File: config.mk
export PLATFORM = sky130hd
export DESIGN_NAME = instr_loader
export DESIGN_NICKNAME = d
export VERILOG_FILES = /design/src/rtl/cw305_bridge_pkg.sv /design/src/rtl/ack_timer.sv /design/src/rtl/instr_loader.sv
export SDC_FILE = /design/constraint.sdc
export NUM_CORES = 1
export LEC_CHECK = 0
export CAP_MARGIN = 20
export CORE_MARGIN = 5
export CORE_UTILIZATION = 45
export CTS_CLUSTER_DIAMETER = 30
export DETAILED_ROUTE_END_ITERATION = 8
export PLACE_DENSITY_LB_ADDON = 0.12
export SYNTH_ARGS = -nofsm -noshare
export SYNTH_HDL_FRONTEND = slang
export SYNTH_SLANG_ARGS = --single-unit
export TNS_END_PERCENT = 100
File: constraint.sdc
create_clock -name clk -period 4.7 [get_ports clk]
set_clock_uncertainty 0.1 [all_clocks]
set_input_delay 0.94 -clock clk [delete_from_list [all_inputs] [get_ports clk]]
set_output_delay 0.94 -clock clk [all_outputs]
set_load 0.02 [all_outputs]
File: src/rtl/cw305_bridge_pkg.sv
// Shared definitions for the CW305 USB-to-instruction-register bridge.
package cw305_bridge_pkg;

   typedef enum logic [1:0] {
      ST_IDLE     = 2'd0,
      ST_FILL     = 2'd1,
      ST_LOAD     = 2'd2,
      ST_WAIT_ACK = 2'd3
   } state_t;

   // usb_addr decode; 0-3 are byte lanes, 7 is reserved and ignored
   localparam logic [2:0] ADDR_COMMIT  = 3'd4;
   localparam logic [2:0] ADDR_ABORT   = 3'd5;
   localparam logic [2:0] ADDR_CLR_ERR = 3'd6;

   // status_o bit positions
   localparam int STAT_BUSY           = 0;
   localparam int STAT_MASK_LO        = 1;
   localparam int STAT_ERR_INCOMPLETE = 5;
   localparam int STAT_ERR_BUSY       = 6;
   localparam int STAT_ERR_TIMEOUT    = 7;

   function automatic logic is_lane(input logic [2:0] addr);
      return (addr[2] == 1'b0);
   endfunction

endpackage

File: src/rtl/ack_timer.sv
// Down-counting ack timeout. Loaded with ACK_TIMEOUT when the LOAD cycle
// begins; expired flags the ACK_TIMEOUT-th cycle counted from LOAD inclusive.
module ack_timer #(
   parameter int ACK_TIMEOUT = 1024
) (
   input  logic clk,
   input  logic rst,
   input  logic start,
   input  logic clear,
   output logic expired
);

   localparam int W = $clog2(ACK_TIMEOUT + 1);

   logic [W-1:0] count;

   // load on start, run down to zero, clear on early exit
   always_ff @(posedge clk) begin
      if (rst) begin
         count <= '0;
      end else if (clear) begin
         count <= '0;
      end else if (start) begin
         count <= W'(ACK_TIMEOUT);
      end else if (count != '0) begin
         count <= count - W'(1);
      end
   end

   // terminal count of 1 is the last cycle of the window, so the FSM can
   // leave on that same edge
   assign expired = (count == W'(1));

endmodule

File: src/rtl/instr_loader.sv
// Assembles a 32-bit instruction from USB byte writes, pulses LOAD and
// waits for the downstream ack with a timeout.
//
//  state       | meaning
//  ST_IDLE     | no lanes written since last transfer/abort
//  ST_FILL     | at least one byte lane written, waiting for COMMIT
//  ST_LOAD     | load_o high for this single cycle
//  ST_WAIT_ACK | waiting for instr_ack_i or timeout
module instr_loader
   import cw305_bridge_pkg::*;
#(
   parameter int ACK_TIMEOUT = 1024
) (
   input  logic        clk,
   input  logic        rst,
   input  logic        usb_wr_en,
   input  logic [2:0]  usb_addr,
   input  logic [7:0]  usb_wdata,
   input  logic        instr_ack_i,
   output logic        load_o,
   output logic [31:0] instr_o,
   output logic [7:0]  status_o,
   output logic [15:0] instr_count_o
);

   state_t      state;
   logic [31:0] word;
   logic [3:0]  mask;
   logic        err_inc;
   logic        err_busy;
   logic        err_to;
   logic [15:0] count_q;
   logic        load_q;

   logic lane_wr, commit_wr, abort_wr, clr_wr;
   logic in_flight;
   logic timer_start, timer_clear, timer_expired;
   logic set_inc, set_busy, set_to;

   // write decode and error/timer qualifiers
   always_comb begin
      lane_wr     = usb_wr_en && is_lane(usb_addr);
      commit_wr   = usb_wr_en && (usb_addr == ADDR_COMMIT);
      abort_wr    = usb_wr_en && (usb_addr == ADDR_ABORT);
      clr_wr      = usb_wr_en && (usb_addr == ADDR_CLR_ERR);
      in_flight   = (state == ST_LOAD) || (state == ST_WAIT_ACK);
      timer_start = !in_flight && commit_wr && (mask == 4'hF);
      timer_clear = in_flight && (instr_ack_i || abort_wr || timer_expired);
      set_inc     = !in_flight && commit_wr && (mask != 4'hF);
      set_busy    = in_flight && (lane_wr || commit_wr);
      // ack and abort both take precedence over the timeout
      set_to      = in_flight && !instr_ack_i && !abort_wr && timer_expired;
   end

   ack_timer #(.ACK_TIMEOUT(ACK_TIMEOUT)) u_ack_timer (
      .clk     (clk),
      .rst     (rst),
      .start   (timer_start),
      .clear   (timer_clear),
      .expired (timer_expired)
   );

   // main sequencing FSM with registered outputs and sticky errors
   always_ff @(posedge clk) begin
      if (rst) begin
         state    <= ST_IDLE;
         word     <= '0;
         mask     <= '0;
         err_inc  <= 1'b0;
         err_busy <= 1'b0;
         err_to   <= 1'b0;
         count_q  <= '0;
         load_q   <= 1'b0;
      end else begin
         load_q   <= 1'b0;
         err_inc  <= (err_inc  && !clr_wr) || set_inc;
         err_busy <= (err_busy && !clr_wr) || set_busy;
         err_to   <= (err_to   && !clr_wr) || set_to;
         case (state)
            ST_IDLE, ST_FILL: begin
               if (lane_wr) begin
                  word[{usb_addr[1:0], 3'b000} +: 8] <= usb_wdata;
                  mask[usb_addr[1:0]]                <= 1'b1;
                  state                              <= ST_FILL;
               end else if (commit_wr && (mask == 4'hF)) begin
                  state  <= ST_LOAD;
                  load_q <= 1'b1;
               end else if (abort_wr) begin
                  mask  <= '0;
                  state <= ST_IDLE;
               end
            end
            ST_LOAD, ST_WAIT_ACK: begin
               if (instr_ack_i) begin
                  state   <= ST_IDLE;
                  mask    <= '0;
                  count_q <= count_q + 16'd1;
               end else if (abort_wr || timer_expired) begin
                  state <= ST_IDLE;
                  mask  <= '0;
               end else begin
                  state <= ST_WAIT_ACK;
               end
            end
            default: state <= ST_IDLE;
         endcase
      end
   end

   // status word assembled straight from flops
   always_comb begin
      status_o                           = '0;
      status_o[STAT_BUSY]                = in_flight;
      status_o[STAT_MASK_LO +: 4]        = mask;
      status_o[STAT_ERR_INCOMPLETE]      = err_inc;
      status_o[STAT_ERR_BUSY]            = err_busy;
      status_o[STAT_ERR_TIMEOUT]         = err_to;
   end

   assign load_o        = load_q;
   assign instr_o       = word;
   assign instr_count_o = count_q;

endmodule
==> flow_metrics.tcl, run 1 <==
set metrics [dict create \
    drive_gt1_share_pct 5.12 \
    clock_sinks 68 \
    viasPerCell 5.41 \
    final_cell_mix "clkdlybuf4s50_1 (70), dfxtp_1 (68), nand2_1 (46)" \
    ys_warn_count 0 \
    coreArea_um2 6680 \
    yosysTopAreaCell "dfxtp_1" \
    cts_htree_levels 3 \
    powerDensity_nw_per_um2 373 \
    grt_max_degree 61 \
    fp.dieW_um 92.3 \
    fin_area_um2 3920 \
    synth_top_area_share_pct 44.7 \
    cp-startpoint "usb_addr[1]" \
    hold_class "register to register" \
    maxCapViolations 0 \
    gr-total-overflow 0 \
    avgSynthCellArea_um2 8.37 \
    wl_per_cell_um 14.4 \
    grt_use_total_pct 17.4 \
    drt-total-wl_um 7340 \
    period_share_pct 61.2 \
    fin_tns_setup_ns 0 \
    timing.fmax_ghz 0.348 \
    numCtsBuffers 9 \
    synth_edf_count 0 \
    diodes 0 \
    worstSkewPairLatency_ns 0.34 \
    setup_viol 0 \
    syn_area_um2 3050 \
    multiInputGateArea_um2 1550 \
    vdd_drop_max_mv 0.234 \
    antenna_left 0 \
    cts_root_buf "clkbuf_8" \
    die_y_um 92.3 \
    first_pass_iters 4 \
    grt_pass1_wl_um 11900 \
    syn_to_final_growth_pct 28.8 \
    synth_sequential_area_ratio_pct 44.7 \
    placed_cell_area_um2 3760 \
    route.detailed.drc 0 \
    cts_tree "built" \
    first_iter_violations 81 \
    place.gp.congestion 0.778 \
    cp.required_ns 4.84 \
    start_kind "primary input" \
    crit_arrival_ns 3.01 \
    rsz0062_at_grt "false" \
    holdBufCountCts 0 \
    status "finished, final reports clean" \
    vias 2761 \
    path_class "primary input to register" \
    seq_area_um2 1360 \
    critPathMaxFanout 7 \
    min_period_ns 2.88 \
    cts.path.max_buffers 2 \
    die-area_um2 8520 \
    clkSlewWorstSetupHoldPaths_ns 0.07 \
    syn_nets 387 \
    maxSlewViolCount 0 \
    end_kind "register" \
    grt_antenna_before_repair 0 \
    cts_setup_buffers 0 \
    maxSlewHeadroom_pct 43.6 \
    worst_pin_slew_ns 0.844 \
    ys_top_cells_by_area "dfxtp_1 (45%), a21oi_1 (7.4%), nand3_1 (6.9%)" \
    ys_seq_elements 68 \
    pin_count 72 \
    synthArstFlopShare_pct 0 \
    synthCells 364 \
    start_util_pct 45.6 \
    power.leakage_nw 1.33 \
    grt_pass1_vias 2459 \
    min-delay-start "instr_o[25]" \
    io_buffers 71 \
    dp_hpwl_um 5330 \
    ys_types 47 \
    r2r-start "u_ack_timer.count[1]" \
    hold_viol 0 \
    finalNetCount 448 \
    num_rows 30 \
    layout_commonest_cell "clkdlybuf4s50_1" \
    cts_resized 0 \
    synth_ff_type "dfxtp_1" \
    nFillCells 633 \
]
kinds of logic after synthesis:
group                      count (synthesis)  synth area share, %
DFF                                       68                 44.7
xor gates and xnor gates                  13                 3.74
muxes                                      3                 1.07
adders and majority gates                  8                 3.29
buffers and inverters                     33                 4.60
AOI/OAI and AO/OA                         69                 14.0
and+or+nand+nor                          170                 28.7
flip-flops by register name, summed over array words and instances (netlist names):
register	count
instr_count_o	16
instr_o	32
u_ack_timer.count	11
err_to	1
load_o	1
mask	4
err_busy	1
err_inc	1
state	1
where the power goes:
part	total [mW]	switching, mW	internal (mW)
combinational	0.384	0.214	0.170
sequential	0.670	0.0507	0.620
clock	0.408	0.202	0.205
synthesized netlist by cell type, types with 2 or more instances:
| master | instances |
|---|---|
| o21ai_0 | 2 |
| or3_1 | 7 |
| o2111ai_1 | 4 |
| xor2_1 | 6 |
| mux2_1 | 2 |
| nand2b_1 | 5 |
| nor4_2 | 2 |
| a311oi_1 | 2 |
| nand4_1 | 7 |
| o31ai_1 | 3 |
| xnor2_1 | 7 |
| or4_1 | 3 |
| or4_4 | 2 |
| a21oi_1 | 45 |
| and2_1 | 4 |
| nor3b_1 | 3 |
| and3_1 | 5 |
| dfxtp_1 | 68 |
| clkbuf_1 | 16 |
| nor2_1 | 27 |
| buf_4 | 4 |
| o21ai_1 | 2 |
| ha_1 | 8 |
| a221oi_1 | 4 |
| nand3_1 | 42 |
| nor2b_1 | 2 |
| nand2_1 | 46 |
| nor3_1 | 5 |
| inv_1 | 11 |
| and4_1 | 3 |
through the flow:
stage	instances	hold WS [ns]	power (mW)	util [%]	setup WS, ns
3_5_place_dp	494	0.344	1.06	56.3	1.47
5_1_grt	510	0.376	1.55	58.7	1.60
2_1_floorplan	364	0.332	0.974	-	2.17
4_1_cts	510	0.352	1.47	58.7	1.82
3_3_place_gp	494	0.337	1.05	56.3	1.55
6_report	510	0.347	1.46	58.7	1.82
worst max-delay path, cell delays in order:
cell	delay, ns
clkdlybuf4s50_1	0.51
inv_1	0.08
ha_1	0.23
and3_1	0.20
or3_1	0.42
o211a_2	0.32
a221oi_1	0.31
worst paths after layout:
check                                            end  slack [ns]  cells past startpoint
worst max-delay path                         mask[1]        1.82                      7
worst min-delay path                     instr_o[25]        0.35                      2
worst max register to register  u_ack_timer.count[9]        2.45                      6
worst min register to register           instr_o[25]        0.35                      2
cell type report:
cell class / count / share of cell area (%)
tap: 80 / 2.55
sequential: 68 / 34.7
multi-input combinational: 263 / 39.4
timing repair buffer: 72 / 18.2
clock inverter: 2 / 0.255
clock buffer: 14 / 3.89
inverter: 11 / 1.05
layer usage:
metal | share of wire (%) | wire [um] | GRT usage (%) | up-vias
met5 | 0 | 0 | 0 | -
met4 | 0.89 | 65 | 6.68 | 0
met3 | 6.7 | 491 | 4.43 | 9
met2 | 44 | 3220 | 25.8 | 76
met1 | 48 | 3560 | 24.2 | 1279
li1 | - | - | - | 1397
Power figures use the tool's default switching activity.
==> run 2, diff against run 1 <==
==> constraint.sdc (replaced) <==
create_clock -name clk -period 2.6 [get_ports clk]
set_clock_uncertainty 0.1 [all_clocks]
set_input_delay 0.52 -clock clk [delete_from_list [all_inputs] [get_ports clk]]
set_output_delay 0.52 -clock clk [all_outputs]
set_load 0.02 [all_outputs]
==> run 2 against run 1 <==
Against the previous run: wire length up 4.0%; hold slack better by 0.0034 ns; cell count up 2.4%; critical endpoint is now mask[3]; via count up 2.8%; largest cell class unchanged; combinational power up 84%.
==> flow_metrics.tcl, run 2 (synthesized netlist as in run 1, its figures left out) <==
set metrics [dict create \
    status "finished, final reports clean" \
    grt_pass1_wl_um 12300 \
    setup_viol 0 \
    min_period_ns 2.24 \
    fp.dieW_um 92.3 \
    p_switching_mw 0.864 \
    cp_num_cells 7 \
    r2r-start "u_ack_timer.count[0]" \
    timing.fmax_ghz 0.446 \
    die_y_um 92.3 \
    cts_htree_levels 3 \
    start_kind "primary input" \
    crit_family "compound AO/OA/AOI/OAI gates" \
    end_kind "register" \
    dp_hpwl_um 5560 \
    fin_area_um2 4060 \
    grt_pass1_vias 2563 \
    worst_pin_slew_ns 0.485 \
    clock_sinks 68 \
    maxCapViolations 0 \
    critPathMaxStageDelay_ns 0.49 \
    drt-total-wl_um 7630 \
    layout_commonest_cell "clkdlybuf4s50_1" \
    holdBufCountCts 0 \
    viasPerCell 5.44 \
    clkSlewWorstSetupHoldPaths_ns 0.07 \
    die-area_um2 8520 \
    route.detailed.drc 0 \
    clockPowerShare_pct 31.8 \
    r2r-end "u_ack_timer.count[10]" \
    finalNetCount 461 \
    cp.required_ns 2.74 \
    powerDensity_nw_per_um2 694 \
    maxSlewViolCount 0 \
    num_rows 30 \
    syn_to_final_growth_pct 33.3 \
    r2r_slack_ns 0.55 \
    wl_per_cell_um 14.6 \
    slowest_stage "clkdlybuf4s50_1" \
    maxSlewHeadroom_pct 67.6 \
    io_buffers 71 \
    cts_tree "built" \
    pin_count 72 \
    hold_class "register to register" \
    fin_util_pct 60.8 \
    cts_setup_buffers 0 \
    multiInputGateArea_um2 1550 \
    place.gp.congestion 0.807 \
    drive_gt1_share_pct 8.14 \
    cp-endpoint "mask[3]" \
    nFillCells 606 \
    first_pass_iters 4 \
    vdd_drop_max_mv 0.372 \
    seq_area_um2 1360 \
    cp-startpoint "usb_addr[1]" \
    r2r_cells 6 \
    vias 2839 \
    largest_register_ffs 32 \
    grt_use_total_pct 18.1 \
    cts.path.max_buffers 2 \
    rsz0062_at_grt "false" \
    grt_antenna_before_repair 0 \
    critPathMaxFanout 4 \
    path_buf_inv 2 \
    p_sw_share_pct 30.6 \
    path_cells "clkdlybuf4s50_1 > inv_1 > ha_1 > and3_1 > or3_1 > o211a_2 > a221oi_1" \
    worstSkewPairLatency_ns 0.35 \
    crit_arrival_ns 2.38 \
    p_seq_share_pct 43.1 \
    power.leakage_nw 1.41 \
    placed_cell_area_um2 3860 \
    start_util_pct 45.6 \
    hold_viol 0 \
    final_cell_mix "clkdlybuf4s50_1 (70), dfxtp_1 (68), nand2_1 (46)" \
    fin_tns_setup_ns 0 \
    period_share_pct 86.1 \
    gr-total-overflow 0 \
    diodes 0 \
    path_class "primary input to register" \
    first_iter_violations 116 \
    numCtsBuffers 9 \
    grt_max_degree 23 \
    antenna_left 0 \
    comb_power_share_pct 25.1 \
    cts_resized 0 \
    cts_root_buf "clkbuf_8" \
    coreArea_um2 6680 \
    internal_power_mw 1.96 \
]
run 2: worst min path at each step:
stage / start / to / slack [ns] / cells past startpoint
after detailed placement: instr_o[14] / instr_o[14] / 0.35 / 2
after global routing: instr_o[1] / instr_o[1] / 0.38 / 2
after CTS: instr_o[14] / instr_o[14] / 0.35 / 2
final: instr_o[25] / instr_o[25] / 0.35 / 2
after floorplan: err_busy / err_busy / 0.33 / 2
after global placement: instr_o[25] / instr_o[25] / 0.34 / 2
run 2: area by class of cell:
type / count / share of cell area, %
Multi-Input combinational cell: 263 / 38.0
Sequential cell: 68 / 33.5
Timing Repair Buffer: 85 / 20.0
Clock buffer: 14 / 4.25
Tap cell: 80 / 2.46
Inverter: 11 / 1.02
Clock inverter: 1 / 0.739
run 2: routing by layer:
| layer | vias to the layer above | global-route usage (%) | wire, um |
|---|---|---|---|
| met2 | 67 | 27.9 | 3470 |
| met4 | 0 | 5.57 | 65 |
| li1 | 1425 | - | - |
| met5 | - | 0 | 0 |
| met3 | 10 | 5.09 | 449 |
| met1 | 1337 | 24.6 | 3640 |
run 2: stage by stage:
step	cells	worst slack [ns]	power, mW	hold WS [ns]
2_1_floorplan	364	0.492	1.76	0.332
3_3_place_gp	507	0.0615	1.92	0.339
3_5_place_dp	507	0.0192	1.93	0.345
4_1_cts	522	0.350	2.83	0.354
5_1_grt	522	0.232	2.99	0.377
6_report	522	0.360	2.82	0.351
run 2: power groups by stage:
stage,registers [mW],logic (mW),clock network [mW]
final,1.22,0.708,0.896
after global routing,1.23,0.797,0.957
after detailed placement,1.24,0.699,0
after global placement,1.23,0.688,0
after floorplan,1.22,0.540,0
after CTS,1.21,0.709,0.912
run 2: worst min-delay path, delay by kind of cell, from the launching register on:
family / cells / cell delay, ns
AOI/OAI and AO/OA: 1 / 0.05
and+or+nand+nor: 1 / 0.05
DFF: 1 / 0.31
==> run 3, diff against run 2 <==
--- a/config.mk
+++ b/config.mk
@@ -10,6 +10,7 @@
 export CORE_UTILIZATION = 45
 export CTS_CLUSTER_DIAMETER = 30
 export DETAILED_ROUTE_END_ITERATION = 8
+export HOLD_SLACK_MARGIN = 0.06
 export PLACE_DENSITY_LB_ADDON = 0.12
 export SYNTH_ARGS = -nofsm -noshare
 export SYNTH_HDL_FRONTEND = slang
==> results of run 3 <==
Same layout as run 2: the final DEF is identical, and so are final timing and power.
